File: src/rtl/skyking_pkg.sv
// Shared types and constants for the SKYKING text engine: character codes,
// the message shown on screen and the sequencing states.
package skyking_pkg;

  // 5-bit character code: letters first, then the three punctuation glyphs.
  typedef enum logic [4:0] {
    CH_A, CH_B, CH_C, CH_D, CH_E, CH_F, CH_G, CH_H, CH_I, CH_J,
    CH_K, CH_L, CH_M, CH_N, CH_O, CH_P, CH_Q, CH_R, CH_S, CH_T,
    CH_U, CH_V, CH_W, CH_X, CH_Y, CH_Z, CH_SPACE, CH_BANG, CH_DASH
  } char_t;

  // Typing sequencer states.
  typedef enum logic [1:0] {
    IDLE,
    TYPE,
    HOLD,
    CLEAR
  } state_t;

  // Longest message the engine can show; shorter builds use a prefix.
  localparam int MSG_MAX = 32;

  // "SKY-KING CALLING ALL STATIONS!--"
  localparam char_t MESSAGE [MSG_MAX] = '{
    CH_S, CH_K, CH_Y, CH_DASH, CH_K, CH_I, CH_N, CH_G,
    CH_SPACE, CH_C, CH_A, CH_L, CH_L, CH_I, CH_N, CH_G,
    CH_SPACE, CH_A, CH_L, CH_L, CH_SPACE, CH_S, CH_T, CH_A,
    CH_T, CH_I, CH_O, CH_N, CH_S, CH_BANG, CH_DASH, CH_DASH
  };

endpackage

File: src/rtl/skyking_font_rom.sv
// Combinational 5x7 font: one 5-bit row bitmap per (character, glyph row).
// Bit 4 of row_bits is the leftmost pixel; row 7 and unused codes are blank.
module skyking_font_rom
  import skyking_pkg::*;
(
  input  char_t      code,
  input  logic [2:0] row,
  output logic [4:0] row_bits
);

  // Whole glyph as seven 5-bit rows, top row in the most significant bits.
  logic [34:0] glyph;

  // Character code to packed glyph bitmap.
  always_comb begin
    glyph = '0;
    case (code)
      CH_A:    glyph = 35'b01110_10001_10001_11111_10001_10001_10001;
      CH_B:    glyph = 35'b11110_10001_10001_11110_10001_10001_11110;
      CH_C:    glyph = 35'b01110_10001_10000_10000_10000_10001_01110;
      CH_D:    glyph = 35'b11110_10001_10001_10001_10001_10001_11110;
      CH_E:    glyph = 35'b11111_10000_10000_11110_10000_10000_11111;
      CH_F:    glyph = 35'b11111_10000_10000_11110_10000_10000_10000;
      CH_G:    glyph = 35'b01110_10001_10000_10111_10001_10001_01111;
      CH_H:    glyph = 35'b10001_10001_10001_11111_10001_10001_10001;
      CH_I:    glyph = 35'b01110_00100_00100_00100_00100_00100_01110;
      CH_J:    glyph = 35'b00111_00010_00010_00010_00010_10010_01100;
      CH_K:    glyph = 35'b10001_10010_10100_11000_10100_10010_10001;
      CH_L:    glyph = 35'b10000_10000_10000_10000_10000_10000_11111;
      CH_M:    glyph = 35'b10001_11011_10101_10101_10001_10001_10001;
      CH_N:    glyph = 35'b10001_10001_11001_10101_10011_10001_10001;
      CH_O:    glyph = 35'b01110_10001_10001_10001_10001_10001_01110;
      CH_P:    glyph = 35'b11110_10001_10001_11110_10000_10000_10000;
      CH_Q:    glyph = 35'b01110_10001_10001_10001_10101_10010_01101;
      CH_R:    glyph = 35'b11110_10001_10001_11110_10100_10010_10001;
      CH_S:    glyph = 35'b01110_10001_10000_01110_00001_10001_01110;
      CH_T:    glyph = 35'b11111_00100_00100_00100_00100_00100_00100;
      CH_U:    glyph = 35'b10001_10001_10001_10001_10001_10001_01110;
      CH_V:    glyph = 35'b10001_10001_10001_10001_10001_01010_00100;
      CH_W:    glyph = 35'b10001_10001_10001_10101_10101_10101_01010;
      CH_X:    glyph = 35'b10001_10001_01010_00100_01010_10001_10001;
      CH_Y:    glyph = 35'b10001_10001_01010_00100_00100_00100_00100;
      CH_Z:    glyph = 35'b11111_00001_00010_00100_01000_10000_11111;
      CH_BANG: glyph = 35'b00100_00100_00100_00100_00100_00000_00100;
      CH_DASH: glyph = 35'b00000_00000_00000_11111_00000_00000_00000;
      default: glyph = '0;
    endcase
  end

  // Pick the requested row; row 7 is the blank underline row.
  always_comb begin
    row_bits = '0;
    case (row)
      3'd0:    row_bits = glyph[34:30];
      3'd1:    row_bits = glyph[29:25];
      3'd2:    row_bits = glyph[24:20];
      3'd3:    row_bits = glyph[19:15];
      3'd4:    row_bits = glyph[14:10];
      3'd5:    row_bits = glyph[9:5];
      3'd6:    row_bits = glyph[4:0];
      default: row_bits = '0;
    endcase
  end

endmodule

File: src/rtl/skyking_text_engine.sv
// Typewriter-style text overlay: reveals the message one character at a time
// on vsync-derived frame ticks, holds it, clears it, and optionally loops.
// Pixel outputs are registered one clock behind the pixel coordinates.
module skyking_text_engine
  import skyking_pkg::*;
#(
  parameter int N_CHARS         = 16,
  parameter int SCALE           = 1,
  parameter int X0              = 64,
  parameter int Y0              = 416,
  parameter int FRAMES_PER_CHAR = 4,
  parameter int HOLD_FRAMES     = 120,
  parameter int BLINK_FRAMES    = 16
) (
  input  logic       clk,
  input  logic       rst_n,
  input  logic       vsync,
  input  logic       video_active,
  input  logic [9:0] pix_x,
  input  logic [9:0] pix_y,
  input  logic       start,
  input  logic       loop_en,
  output logic       text_on,
  output logic       cursor_on,
  output logic       busy
);

  localparam logic signed [10:0] X0_S       = 11'(X0);
  localparam logic signed [10:0] Y0_S       = 11'(Y0);
  localparam logic [9:0]         CELL_W     = 10'(8 << SCALE);
  localparam logic [9:0]         N_CHARS_W  = 10'(N_CHARS);
  localparam logic [5:0]         N_CHARS_R  = 6'(N_CHARS);
  localparam logic [7:0]         FPC_LAST   = 8'(FRAMES_PER_CHAR - 1);
  localparam logic [7:0]         HOLD_LAST  = 8'(HOLD_FRAMES - 1);
  localparam logic [7:0]         BLINK_LAST = 8'(BLINK_FRAMES - 1);

  state_t      state_q, state_d;
  logic        vsync_q, vsync_d;
  logic [5:0]  revealed_q, revealed_d;
  logic [7:0]  frame_cnt_q, frame_cnt_d;
  logic [7:0]  blink_cnt_q, blink_cnt_d;
  logic        blink_q, blink_d;
  logic        text_on_q, text_on_d;
  logic        cursor_on_q, cursor_on_d;

  logic        frame_tick;
  logic        enter_type;

  logic signed [10:0] dx, dy;
  logic [9:0]  col;
  logic [9:0]  cursor_col;
  logic [2:0]  glyph_row, glyph_col;
  logic        in_row, x_ok;
  char_t       cur_char;
  logic [4:0]  row_bits;
  logic [7:0]  row_ext;

  // One-cycle pulse on each rising edge of vsync.
  assign frame_tick = vsync & ~vsync_q;
  assign enter_type = (state_d == TYPE) && (state_q != TYPE);

  assign busy      = (state_q != IDLE);
  assign text_on   = text_on_q;
  assign cursor_on = cursor_on_q;

  // All state registers, synchronously reset to an idle, blank display.
  always_ff @(posedge clk) begin
    if (!rst_n) begin
      state_q     <= IDLE;
      vsync_q     <= 1'b0;
      revealed_q  <= '0;
      frame_cnt_q <= '0;
      blink_cnt_q <= '0;
      blink_q     <= 1'b1;
      text_on_q   <= 1'b0;
      cursor_on_q <= 1'b0;
    end else begin
      state_q     <= state_d;
      vsync_q     <= vsync_d;
      revealed_q  <= revealed_d;
      frame_cnt_q <= frame_cnt_d;
      blink_cnt_q <= blink_cnt_d;
      blink_q     <= blink_d;
      text_on_q   <= text_on_d;
      cursor_on_q <= cursor_on_d;
    end
  end

  // Sequencer: the frame counter is cleared on every state change, so a tick
  // that causes a transition is never also counted by the state it enters.
  always_comb begin
    state_d     = state_q;
    vsync_d     = vsync;
    revealed_d  = revealed_q;
    frame_cnt_d = frame_cnt_q;
    unique case (state_q)
      IDLE: begin
        if (start) begin
          state_d     = TYPE;
          revealed_d  = '0;
          frame_cnt_d = '0;
        end
      end
      TYPE: begin
        if (frame_tick) begin
          if (frame_cnt_q == FPC_LAST) begin
            frame_cnt_d = '0;
            revealed_d  = revealed_q + 6'd1;
            if (revealed_q + 6'd1 == N_CHARS_R) begin
              state_d = HOLD;
            end
          end else begin
            frame_cnt_d = frame_cnt_q + 8'd1;
          end
        end
      end
      HOLD: begin
        if (frame_tick) begin
          if (frame_cnt_q == HOLD_LAST) begin
            state_d     = CLEAR;
            frame_cnt_d = '0;
          end else begin
            frame_cnt_d = frame_cnt_q + 8'd1;
          end
        end
      end
      CLEAR: begin
        revealed_d  = '0;
        frame_cnt_d = '0;
        state_d     = loop_en ? TYPE : IDLE;
      end
      default: state_d = IDLE;
    endcase
  end

  // Cursor blink phase: restarts lit on every entry to TYPE, then toggles
  // every BLINK_FRAMES ticks while the message is being typed or held.
  always_comb begin
    blink_d     = blink_q;
    blink_cnt_d = blink_cnt_q;
    if (enter_type) begin
      blink_d     = 1'b1;
      blink_cnt_d = '0;
    end else if ((state_q == TYPE || state_q == HOLD) && frame_tick) begin
      if (blink_cnt_q == BLINK_LAST) begin
        blink_cnt_d = '0;
        blink_d     = ~blink_q;
      end else begin
        blink_cnt_d = blink_cnt_q + 8'd1;
      end
    end
  end

  // Pixel to character-cell geometry; a negative offset means left of or
  // above the text row.
  always_comb begin
    dx        = $signed({1'b0, pix_x}) - X0_S;
    dy        = $signed({1'b0, pix_y}) - Y0_S;
    x_ok      = ~dx[10];
    in_row    = ~dy[10] && (dy[9:0] < CELL_W);
    col       = dx[9:0] >> (3 + SCALE);
    glyph_row = dy[SCALE +: 3];
    glyph_col = dx[SCALE +: 3];
    cur_char  = MESSAGE[col[4:0]];
  end

  skyking_font_rom u_font_rom (
    .code     (cur_char),
    .row      (glyph_row),
    .row_bits (row_bits)
  );

  // Next-pixel text and cursor decisions; glyph columns 5..7 read as blank.
  always_comb begin
    row_ext     = {row_bits, 3'b000};
    cursor_col  = (state_q == HOLD) ? N_CHARS_W : {4'b0000, revealed_q};
    text_on_d   = video_active && in_row && x_ok &&
                  (col < {4'b0000, revealed_q}) &&
                  row_ext[3'd7 - glyph_col];
    cursor_on_d = video_active && in_row && x_ok &&
                  (state_q == TYPE || state_q == HOLD) &&
                  blink_q && (col == cursor_col) && (glyph_row == 3'd7);
  end

endmodule

File: config.mk
export PLATFORM = sky130hd
export DESIGN_NAME = skyking_text_engine
export DESIGN_NICKNAME = d
export VERILOG_FILES = /design/src/rtl/skyking_pkg.sv /design/src/rtl/skyking_font_rom.sv /design/src/rtl/skyking_text_engine.sv
export SDC_FILE = /design/constraint.sdc
export NUM_CORES = 1
export LEC_CHECK = 0
export CORE_MARGIN = 4
export CORE_UTILIZATION = 50
export CTS_CLUSTER_SIZE = 25
export DETAILED_ROUTE_END_ITERATION = 10
export HOLD_SLACK_MARGIN = 0.03
export PLACE_DENSITY_LB_ADDON = 0.3
export SLEW_MARGIN = 20
export SYNTH_ARGS = -nofsm -noshare
export SYNTH_HDL_FRONTEND = slang
export SYNTH_HIERARCHICAL = 1
export SYNTH_SLANG_ARGS = --single-unit
File: constraint.sdc
create_clock -name clk -period 6 [get_ports clk]
set_input_delay 0.9 -clock clk [delete_from_list [all_inputs] [get_ports clk]]
set_output_delay 0.9 -clock clk [all_outputs]
set_load 0.05 [all_outputs]
After elaboration in Yosys (flattened, before gate mapping)
Memory sizes are Yosys's and may differ from the RTL's. Index checks and enable logic that the tools add are counted.

Register bits: 28. Memory bits (read-only): 1280. Input port bits: 26. Output and inout bits: 3. Word-level logic and storage cells: 93. Memories kept: 2.

Memories: (name not given) (depth 32, width 35, read ports 1, clocked after memory_dff 0, wr ports 0, line skyking_font_rom.sv:17) `case (code)`; (name not given) (depth 32, width 5, read ports 1, clocked after memory_dff 0, wr ports 0, line skyking_text_engine.sv:164) `cur_char = MESSAGE[col[4:0]];`.

$add $sub $neg: 6. Order comparisons: 4. Equal/unequal tests: 21. Mux-type cells: 25. Bitwise logic cells: 7. Reductions and logical operators: 20.

Operators with widths (count): 8-bit 2-to-1 mux (6); 5-bit case mux with 7 select lines (1); 8-bit case mux with 4 select lines (1); 6-bit 2-to-1 mux (4); 6-bit case mux with 3 select lines (1); 8-bit by 1-bit adder with 8-bit output, second input constant (2); 3-bit == test, second input constant (4); 2-bit 2-to-1 mux (6); 1-bit logical AND (11); 10-bit by 7-bit subtractor with 11-bit output, second input constant (1); 10-bit by 9-bit subtractor with 11-bit output, second input constant (1); 10-bit by 5-bit less-than comparator with 1-bit output, second input constant (1); 5-bit 2-to-1 mux (2); 8-bit by 2-bit == test with 1-bit output, second input constant (1); 8-bit by 4-bit == test with 1-bit output, second input constant (1); 8-bit by 7-bit == test with 1-bit output, second input constant (1); 2-bit inequality test, second input constant (4); 2-bit case mux with 4 select lines (1); 6-bit by 1-bit adder with 6-bit output, second input constant (1); 3-bit by 2-bit == test with 1-bit output, second input constant (2); 6-bit by 5-bit == test with 1-bit output, second input constant (1); 6-bit == test (1); 6-bit >= comparator, second input constant (1); 6-bit less-than comparator (1); 20 further kinds (27).

Logic depth before layout (Yosys ltp)
Gate-level depths: netlist of run 1. An unclocked memory read counts as a cell.

Word-level depth: 10. Mapped depth: 20. Mapped depth without buffers: 18.

Cells and area by module
Netlist of run 1, hierarchy kept.

Modules (own cells, without submodules): skyking_text_engine (instances 1, cells an instance 261, area each 2162.1 um2, sequential area each 560.5 um2); skyking_font_rom (instances 1, cells an instance 217, area each 1408.9 um2, sequential area each 0.0 um2).

Worst setup path before layout of run 1
Ideal clock, no wire load.

Kind: input port to flip-flop. From: input port pix_x[6]. To: register text_on_q (netlist: text_on). Library setup time: 0.118 ns. Arrival time: 4.859 ns. Required time: 5.882 ns. Path slack: 1.023 ns. Stages on the path: 18. Buffers on the path: 3. Path through: inv_1 -> ha_1 -> clkbuf_1 -> mux4_2 -> a21oi_1 -> buf_2 -> inv_1 -> ha_1 -> clkbuf_1 -> inv_1 -> a21oi_1 -> a221oi_1 -> nor4_1 -> or4b_1 -> mux4_2 -> inv_1 -> o32ai_1 -> o2111a_1.

Cells in the longest elaborated chain, start to end: 10. Elaborated cells between the ends (all ways): 14. Classes of those cells: 1 x add/sub; 1 x order compare; 5 x mux; 2 x bitwise; 3 x reduce/logical; 2 x memory.

RTL lines: start, declared (line skyking_text_engine.sv:19) `input logic [9:0] pix_x,`; 10-bit by 7-bit subtractor with 11-bit output (line skyking_text_engine.sv:157) `dx = $signed({1'b0, pix_x}) - X0_S;`; 5-bit inverter with 6-bit output (implied by the code) (line skyking_text_engine.sv:164); memory 32 x 5 bit; 5-bit 2-to-1 mux (implied by the code) (2 in a row) (line skyking_text_engine.sv:164); net cur_char[1] (line skyking_text_engine.sv:54) `char_t cur_char;`; memory 32 x 35 bit; 5-bit case mux with 7 select lines (line skyking_font_rom.sv:53) `case (row)`; net row_bits[3] (line skyking_text_engine.sv:55) `logic [4:0] row_bits;`; 1-bit binary-select mux with 3-bit select (line skyking_text_engine.sv:179) `row_ext[3'd7 - glyph_col];`; 1-bit 2-to-1 mux (implied by the code) (line skyking_text_engine.sv:179); 1-bit logical AND (line skyking_text_engine.sv:178) `(col < {4'b0000, revealed_q}) &&`; end signal, assigned (line skyking_text_engine.sv:84) `text_on_q <= text_on_d;`; end, declared (line skyking_text_engine.sv:43) `logic text_on_q, text_on_d;`.

The timed path passes the listed nets, and every way through them passes these cells. The select of a mux whose other input is x is not followed. A chain may end at the register's enable or synchronous reset.

Final worst setup path of run 1
Same ends and word-level chain as after synthesis.

==> results.ini, run 1 <==
[floorplan]
coreArea_um2=6870
io_pins=29
die_area_um2=8560
std_cell_rows=30
fp.dieW_um=92.5
initial_core_util_pct=52.0
die_h_um=92.5

[logic_synthesis]
yosysWarnings=6
seq_area_frac_synth_pct=15.7
ys_ff_latch=28
syn_area_per_cell_um2=7.47
ys.flop_type=dfxtp_1
synth.distinct_cells=63
synth_edf_count=0
synth_fp_nets=537
synth_area_um2=3570
netlist_instances=478
synthArstFlopShare_pct=0

[worst_hold_path]
whs_path_depth=2
holdPathEnd=revealed_q[5]$_SDFFE_PN0P_
hold_path_startpoint=revealed_q[5]$_SDFFE_PN0P_
min_path_type=reg -> reg

[clocking]
ctsHoldBuffers=0
worstSkewPairLatency_ns=0.27
clockBufferDepth=2
cts.clk_slew.worst_paths_ns=0.09
h-tree-depth=1
cts_tree=done
ctsResizeCount=0
cts_root_buffer=clkbuf_8
clock_sinks=28
postCtsSetupBuffers=0
numCtsBuffers=3

[placed_design]
place.gp.congestion=0.987
dp_slack_ns=0.535
port-buffer-count=26
dpl_cell_area_um2=3920
dp_hpwl_um=7140
place_inst=582

[global_routing]
grt_util_all_layers_pct=22.2
grt_max_degree=52
antenna_found_initial=0
grt_first_pass_wirelength_um=16100
overflow=0
grt_pass1_vias=3507

[setup_path]
criticalPathCategory=in -> reg
regToRegStartpoint=frame_cnt_q[0]$_SDFFE_PN0P_
start_kind=primary input
critPathMaxFanout=13
reg2reg_slack_ns=3.59
setup.worst_path.start=pix_x[6]
reg2reg_to=blink_cnt_q[2]$_SDFFE_PP0P_
arrival_ns=5.42
end_kind=register
cp.required_ns=6.17
reg2regPathDepth=6

[cells_and_area]
fill_cells=620
design_area_um2=3990
antenna_cells=0
drive_gt1_share_pct=6.33
fin_nets=550
syn2layout_area_growth_pct=11.7
final-instance-count-excl-fill=586

[timing]
hold_ws_ns=0.494
finalSetupViolations=0
slew_headroom_pct=46.5
min_period_ns=5.25
fin_ws_ns=0.754
min_period_over_period_pct=87.4
slew_viol_final=0
final.setup_skew_ns=0.00427
worst_slew_pin_slew_ns=0.800
hold_viol=0
setup_tns_ns=0
fmax_ghz=0.191
rsz0062_at_grt=no

[job]
maxCapViolCount=0

[run_status]
outcome=finished, final reports clean

[drt]
routed-via-count=3713
postRouteAntennaNets=0
first_pass_iters=7
wl_um=9590
wire_per_inst_um=16.4
initialDrtViolationCount=228
viasPerCell=6.34
post-route-drc-count=0

[pwr]
ir_drop_uv=158
power.density_nw_per_um2=186
leakage_nw=1.48

==> layout by cell type, fill, tap and decap left out, types with 7 or more instances in the layout <==
cell type / instances
xnor2_1: 14
o211ai_1: 8
a211oi_1: 19
inv_1: 31
a21oi_1: 29
nand3_1: 16
dfxtp_1: 28
buf_4: 11
nor2b_1: 12
o21ai_0: 19
nor3_1: 12
mux2i_1: 7
nand2_1: 38
nand4_1: 8
nand2b_1: 13
clkdlybuf4s50_1: 26
nor2_1: 39
ha_1: 33
==> per-layer routing <==
layer | GRT usage, % | up-vias | routed length [µm]
met5 | 0 | - | 0
met4 | 11.3 | 0 | 422
met3 | 1.87 | 47 | 603
met2 | 39.0 | 159 | 4720
met1 | 26.9 | 1711 | 3840
li1 | - | 1796 | -
==> cells in the mapped netlist (5+ instances only) <==
library cell	instances	area (µm²)
a21boi_0	6	45.0
inv_1	31	116
o21ai_0	19	95.1
mux2i_1	7	70.1
nor3_1	12	60.1
o31ai_1	5	37.5
clkbuf_1	15	56.3
nor2_1	39	146
dfxtp_1	28	561
nor2b_1	12	75.1
a21oi_1	30	150
nand2b_1	13	81.3
xor2_1	6	52.6
ha_1	33	413
nor4_1	6	37.5
nand4_1	8	50.1
xnor2_1	14	123
a211oi_1	20	150
and3_1	6	37.5
nand3_1	16	80.1
buf_2	11	55.1
a22oi_1	5	37.5
o211ai_1	8	60.1
nand2_1	38	143
==> report_power, final <==
part           internal (mW)  leakage, nW  switching (mW)
Clock                 0.0893       0.0357          0.0565
Sequential             0.190        0.226         0.00516
Combinational          0.153         1.22           0.249
==> flip-flops by register name, summed over array words and instances, names as in the netlist <==
register,count
blink_q,1
text_on,1
vsync_q,1
revealed_q,6
cursor_on,1
blink_cnt_q,8
state_q,2
frame_cnt_q,8
==> stage by stage <==
| step | utilization [%] | power [mW] |
|---|---|---|
| floorplan | - | 0.489 |
| global placement | 57.0 | 0.587 |
| detailed placement | 57.0 | 0.591 |
| CTS | 58.1 | 0.740 |
| global route | 58.1 | 0.793 |
| finish | 58.1 | 0.743 |
==> critical path, cell delays in order <==
cell	delay (ns)
clkdlybuf4s50_1	0.47
inv_1	0.11
ha_1	0.53
inv_1	0.19
a22o_1	0.24
mux4_2	0.62
inv_1	0.23
ha_1	0.39
nor2_1	0.09
a211oi_1	0.31
a311oi_1	0.08
or4_1	0.50
mux4_2	0.45
inv_1	0.07
o32ai_1	0.09
o2111a_1	0.15
==> final cells by class <==
type / count / area (µm²) / area share [%]
Inverter: 31 / 116 / 2.92
Clock buffer: 3 / 41.3 / 1.04
Clock inverter: 1 / 30.0 / 0.753
Timing Repair Buffer: 37 / 343 / 8.60
Sequential cell: 28 / 561 / 14.1
Multi-Input combinational cell: 390 / 2780 / 69.6
Tap cell: 96 / 120 / 3.01
==> worst max path at each step <==
stage,cells past startpoint,slack (ns),endpoint
after global routing,17,0.42,text_on$_SDFF_PN0_
final,16,0.75,text_on$_SDFF_PN0_
after CTS,17,0.80,text_on$_SDFF_PN0_
after detailed placement,16,0.53,text_on$_SDFF_PN0_
after floorplan,18,1.02,text_on$_SDFF_PN0_
after global placement,17,0.54,text_on$_SDFF_PN0_
==> cell families after synthesis <==
logic type      Yosys count  share of synthesized area (%)
xor+xnor                 20                           4.91
flops                    28                           15.7
compound gates          148                           30.1
mux                      12                           4.80
simple gates            177                           25.7
fa+ha+maj                33                           11.6
buf+inv                  60                           7.22
Power figures use the tool's default switching activity.
==> inputs of run 2 (changes only) <==
--- a/config.mk
+++ b/config.mk
@@ -5,6 +5,7 @@
 export SDC_FILE = /design/constraint.sdc
 export NUM_CORES = 1
 export LEC_CHECK = 0
+export ABC_AREA = 0
 export CORE_MARGIN = 4
 export CORE_UTILIZATION = 50
 export CTS_CLUSTER_SIZE = 25
==> results of run 2 <==
Same layout as run 1: the final DEF is identical, and so are final timing and power.
==> inputs of run 3 (changes only) <==
--- a/config.mk
+++ b/config.mk
@@ -6,12 +6,11 @@
 export NUM_CORES = 1
 export LEC_CHECK = 0
 export ABC_AREA = 0
-export CORE_MARGIN = 4
 export CORE_UTILIZATION = 50
 export CTS_CLUSTER_SIZE = 25
 export DETAILED_ROUTE_END_ITERATION = 10
 export HOLD_SLACK_MARGIN = 0.03
-export PLACE_DENSITY_LB_ADDON = 0.3
+export PLACE_DENSITY = 0.7
 export SLEW_MARGIN = 20
 export SYNTH_ARGS = -nofsm -noshare
 export SYNTH_HDL_FRONTEND = slang
==> results.ini, run 3 (same netlist as run 1, synthesis figures left out) <==
[run_status]
outcome=finished, final reports clean  ; unchanged

[clocking]
cts.clk_slew.worst_paths_ns=0.09  ; about the same
clockBufferDepth=2  ; unchanged
ctsResizeCount=0  ; unchanged
ctsHoldBuffers=0  ; unchanged
h-tree-depth=1  ; unchanged
cts_tree=done  ; unchanged
cts_root_buffer=clkbuf_8  ; unchanged
postCtsSetupBuffers=0  ; unchanged
worstSkewPairLatency_ns=0.28  ; was 0.27 ns
clock_sinks=28  ; unchanged
numCtsBuffers=3  ; unchanged

[timing]
fmax_ghz=0.188  ; was 0.191 GHz
min_period_ns=5.32  ; was 5.25 ns
hold_ws_ns=0.485  ; was 0.494 ns
finalSetupViolations=0  ; unchanged
hold_viol=0  ; unchanged
rsz0062_at_grt=no  ; unchanged
setup_tns_ns=0  ; unchanged
final.setup_skew_ns=0.00668  ; was 0.00427 ns
worst_slew_pin_slew_ns=0.646  ; was 0.800 ns
slew_viol_final=0  ; unchanged
slew_headroom_pct=56.7  ; was 46.5%
min_period_over_period_pct=88.7  ; was 87.4%

[pwr]
design_power_total_mw=0.718  ; was 0.743 mW
leakage_nw=1.47  ; was 1.48 nW
ir_drop_uv=157  ; was 158 µV
power.density_nw_per_um2=181  ; was 186 nW/µm²

[drt]
postRouteAntennaNets=0  ; unchanged
wire_per_inst_um=16.9  ; was 16.4 µm
wl_um=9930  ; was 9590 µm
viasPerCell=6.29  ; was 6.34
post-route-drc-count=0  ; unchanged
first_pass_iters=5  ; was 7
routed-via-count=3684  ; was 3713
initialDrtViolationCount=312  ; was 228

[setup_path]
path_buf_inv=4  ; was 5
criticalPathCategory=in -> reg  ; unchanged
arrival_ns=5.50  ; was 5.42 ns
critPathMaxFanout=12  ; was 13
cp.required_ns=6.18  ; was 6.17 ns
end_kind=register  ; unchanged
path_common_cell=inv_1  ; unchanged
critical_path.top_delay_family=buffers and inverters  ; unchanged
start_kind=primary input  ; unchanged
slowest_delay_ns=0.74  ; was 0.62 ns
crit_chain=clkdlybuf4s50_1 -> inv_1 -> ha_1 -> mux4_2 -> a21oi_1 -> inv_1 -> ha_1 -> and3_1 -> a21oi_1 -> a211oi_1 -> or4b_1 -> mux4_2 -> inv_1 -> o32ai_1 -> o2111a_1  ; was clkdlybuf4s50_1 -> inv_1 -> ha_1 -> inv_1 -> a22o_1 -> mux4_2 -> inv_1 -> ha_1 -> nor2_1 -> a211oi_1 -> a311oi_1 -> or4_1 -> mux4_2 -> inv_1 -> o32ai_1 -> o2111a_1
reg2reg_slack_ns=3.58  ; was 3.59 ns
crit_path_top_delay_cell=clkdlybuf4s50_1  ; was mux4_2

[cells_and_area]
final_core_util_pct=58.1  ; about the same
final-instance-count-excl-fill=586  ; unchanged
fin_nets=550  ; unchanged
antenna_cells=0  ; unchanged
reg.largest.list=blink_cnt_q (8), frame_cnt_q (8), revealed_q (6)  ; unchanged
layout_commonest_cell=nor2_1  ; unchanged
syn2layout_area_growth_pct=11.2  ; was 11.7%
drive_gt1_share_pct=6.33  ; unchanged
mostFrequentLayoutCells=nor2_1, nand2_1, ha_1  ; unchanged

[global_routing]
grt_max_degree=52  ; unchanged
overflow=0  ; unchanged
grt_first_pass_wirelength_um=16900  ; was 16100 µm
antenna_found_initial=0  ; unchanged
grt_util_all_layers_pct=27.9  ; was 22.2%
grt_pass1_vias=3567  ; was 3507

[floorplan]
coreArea_um2=6830  ; was 6870 µm²
std_cell_rows=30  ; unchanged
die_area_um2=7480  ; was 8560 µm²
fp.dieW_um=86.5  ; was 92.5 µm
initial_core_util_pct=52.3  ; was 52.0%
die_h_um=86.5  ; was 92.5 µm
io_pins=29  ; unchanged

[placed_design]
place.gp.congestion=0.998  ; was 0.987
port-buffer-count=26  ; unchanged
place_inst=582  ; unchanged
dp_hpwl_um=7370  ; was 7140 µm

[job]
maxCapViolCount=0  ; unchanged

[worst_hold_path]
min_path_type=reg -> reg  ; unchanged

## run 3: layout make-up
class / instances / area (µm²)
sequential: 28 / 561
fill: 681 / 2860
timing repair buffer: 37 / 343
tap: 96 / 120
inverter: 31 / 116
clock buffer: 4 / 55.1
multi-input combinational: 390 / 2780
## run 3: report_power, final
group / leakage [nW] / switching, mW / total (mW) / internal [mW]
clock network: 0.0288 / 0.0583 / 0.117 / 0.0589
registers: 0.226 / 0.00543 / 0.196 / 0.191
logic: 1.22 / 0.251 / 0.405 / 0.154
total: 1.47 / 0.315 / 0.718 / 0.403
## run 3: per-layer routing
| layer | vias up | track usage [%] | part of all wire [%] |
|---|---|---|---|
| li1 | 1802 | - | - |
| met3 | 30 | 3.52 | 6.0 |
| met5 | - | 0 | 0 |
| met2 | 160 | 46.0 | 47 |
| met4 | 0 | 12.0 | 3.0 |
| met1 | 1692 | 36.8 | 44 |
## run 3: per-stage QoR
| step | setup WS, ns | area (µm²) |
|---|---|---|
| 2_1_floorplan | 1.02 | 3570 |
| 3_3_place_gp | 0.474 | 3920 |
| 5_1_grt | 0.408 | 3970 |
| 4_1_cts | 0.756 | 3970 |
| 6_report | 0.680 | 3970 |
| 3_5_place_dp | 0.476 | 3920 |
## run 3: final timing paths
check                                              endpoint                   startpoint  depth (start not counted)
worst max-delay path                     text_on$_SDFF_PN0_                     pix_x[5]                         15
worst min-delay path             revealed_q[5]$_SDFFE_PN0P_   revealed_q[5]$_SDFFE_PN0P_                          2
worst max register to register  blink_cnt_q[2]$_SDFFE_PP0P_  frame_cnt_q[0]$_SDFFE_PN0P_                          6
worst min register to register   revealed_q[5]$_SDFFE_PN0P_   revealed_q[5]$_SDFFE_PN0P_                          2
## run 3: worst register-to-register path, cell delays in order (launching register included)
cell and delay (ns):
dfxtp_1 0.40, ha_1 0.21, or3b_2 0.51, o31ai_1 0.27
a221oi_1 0.16, nor3_2 0.57, a211oi_1 0.17
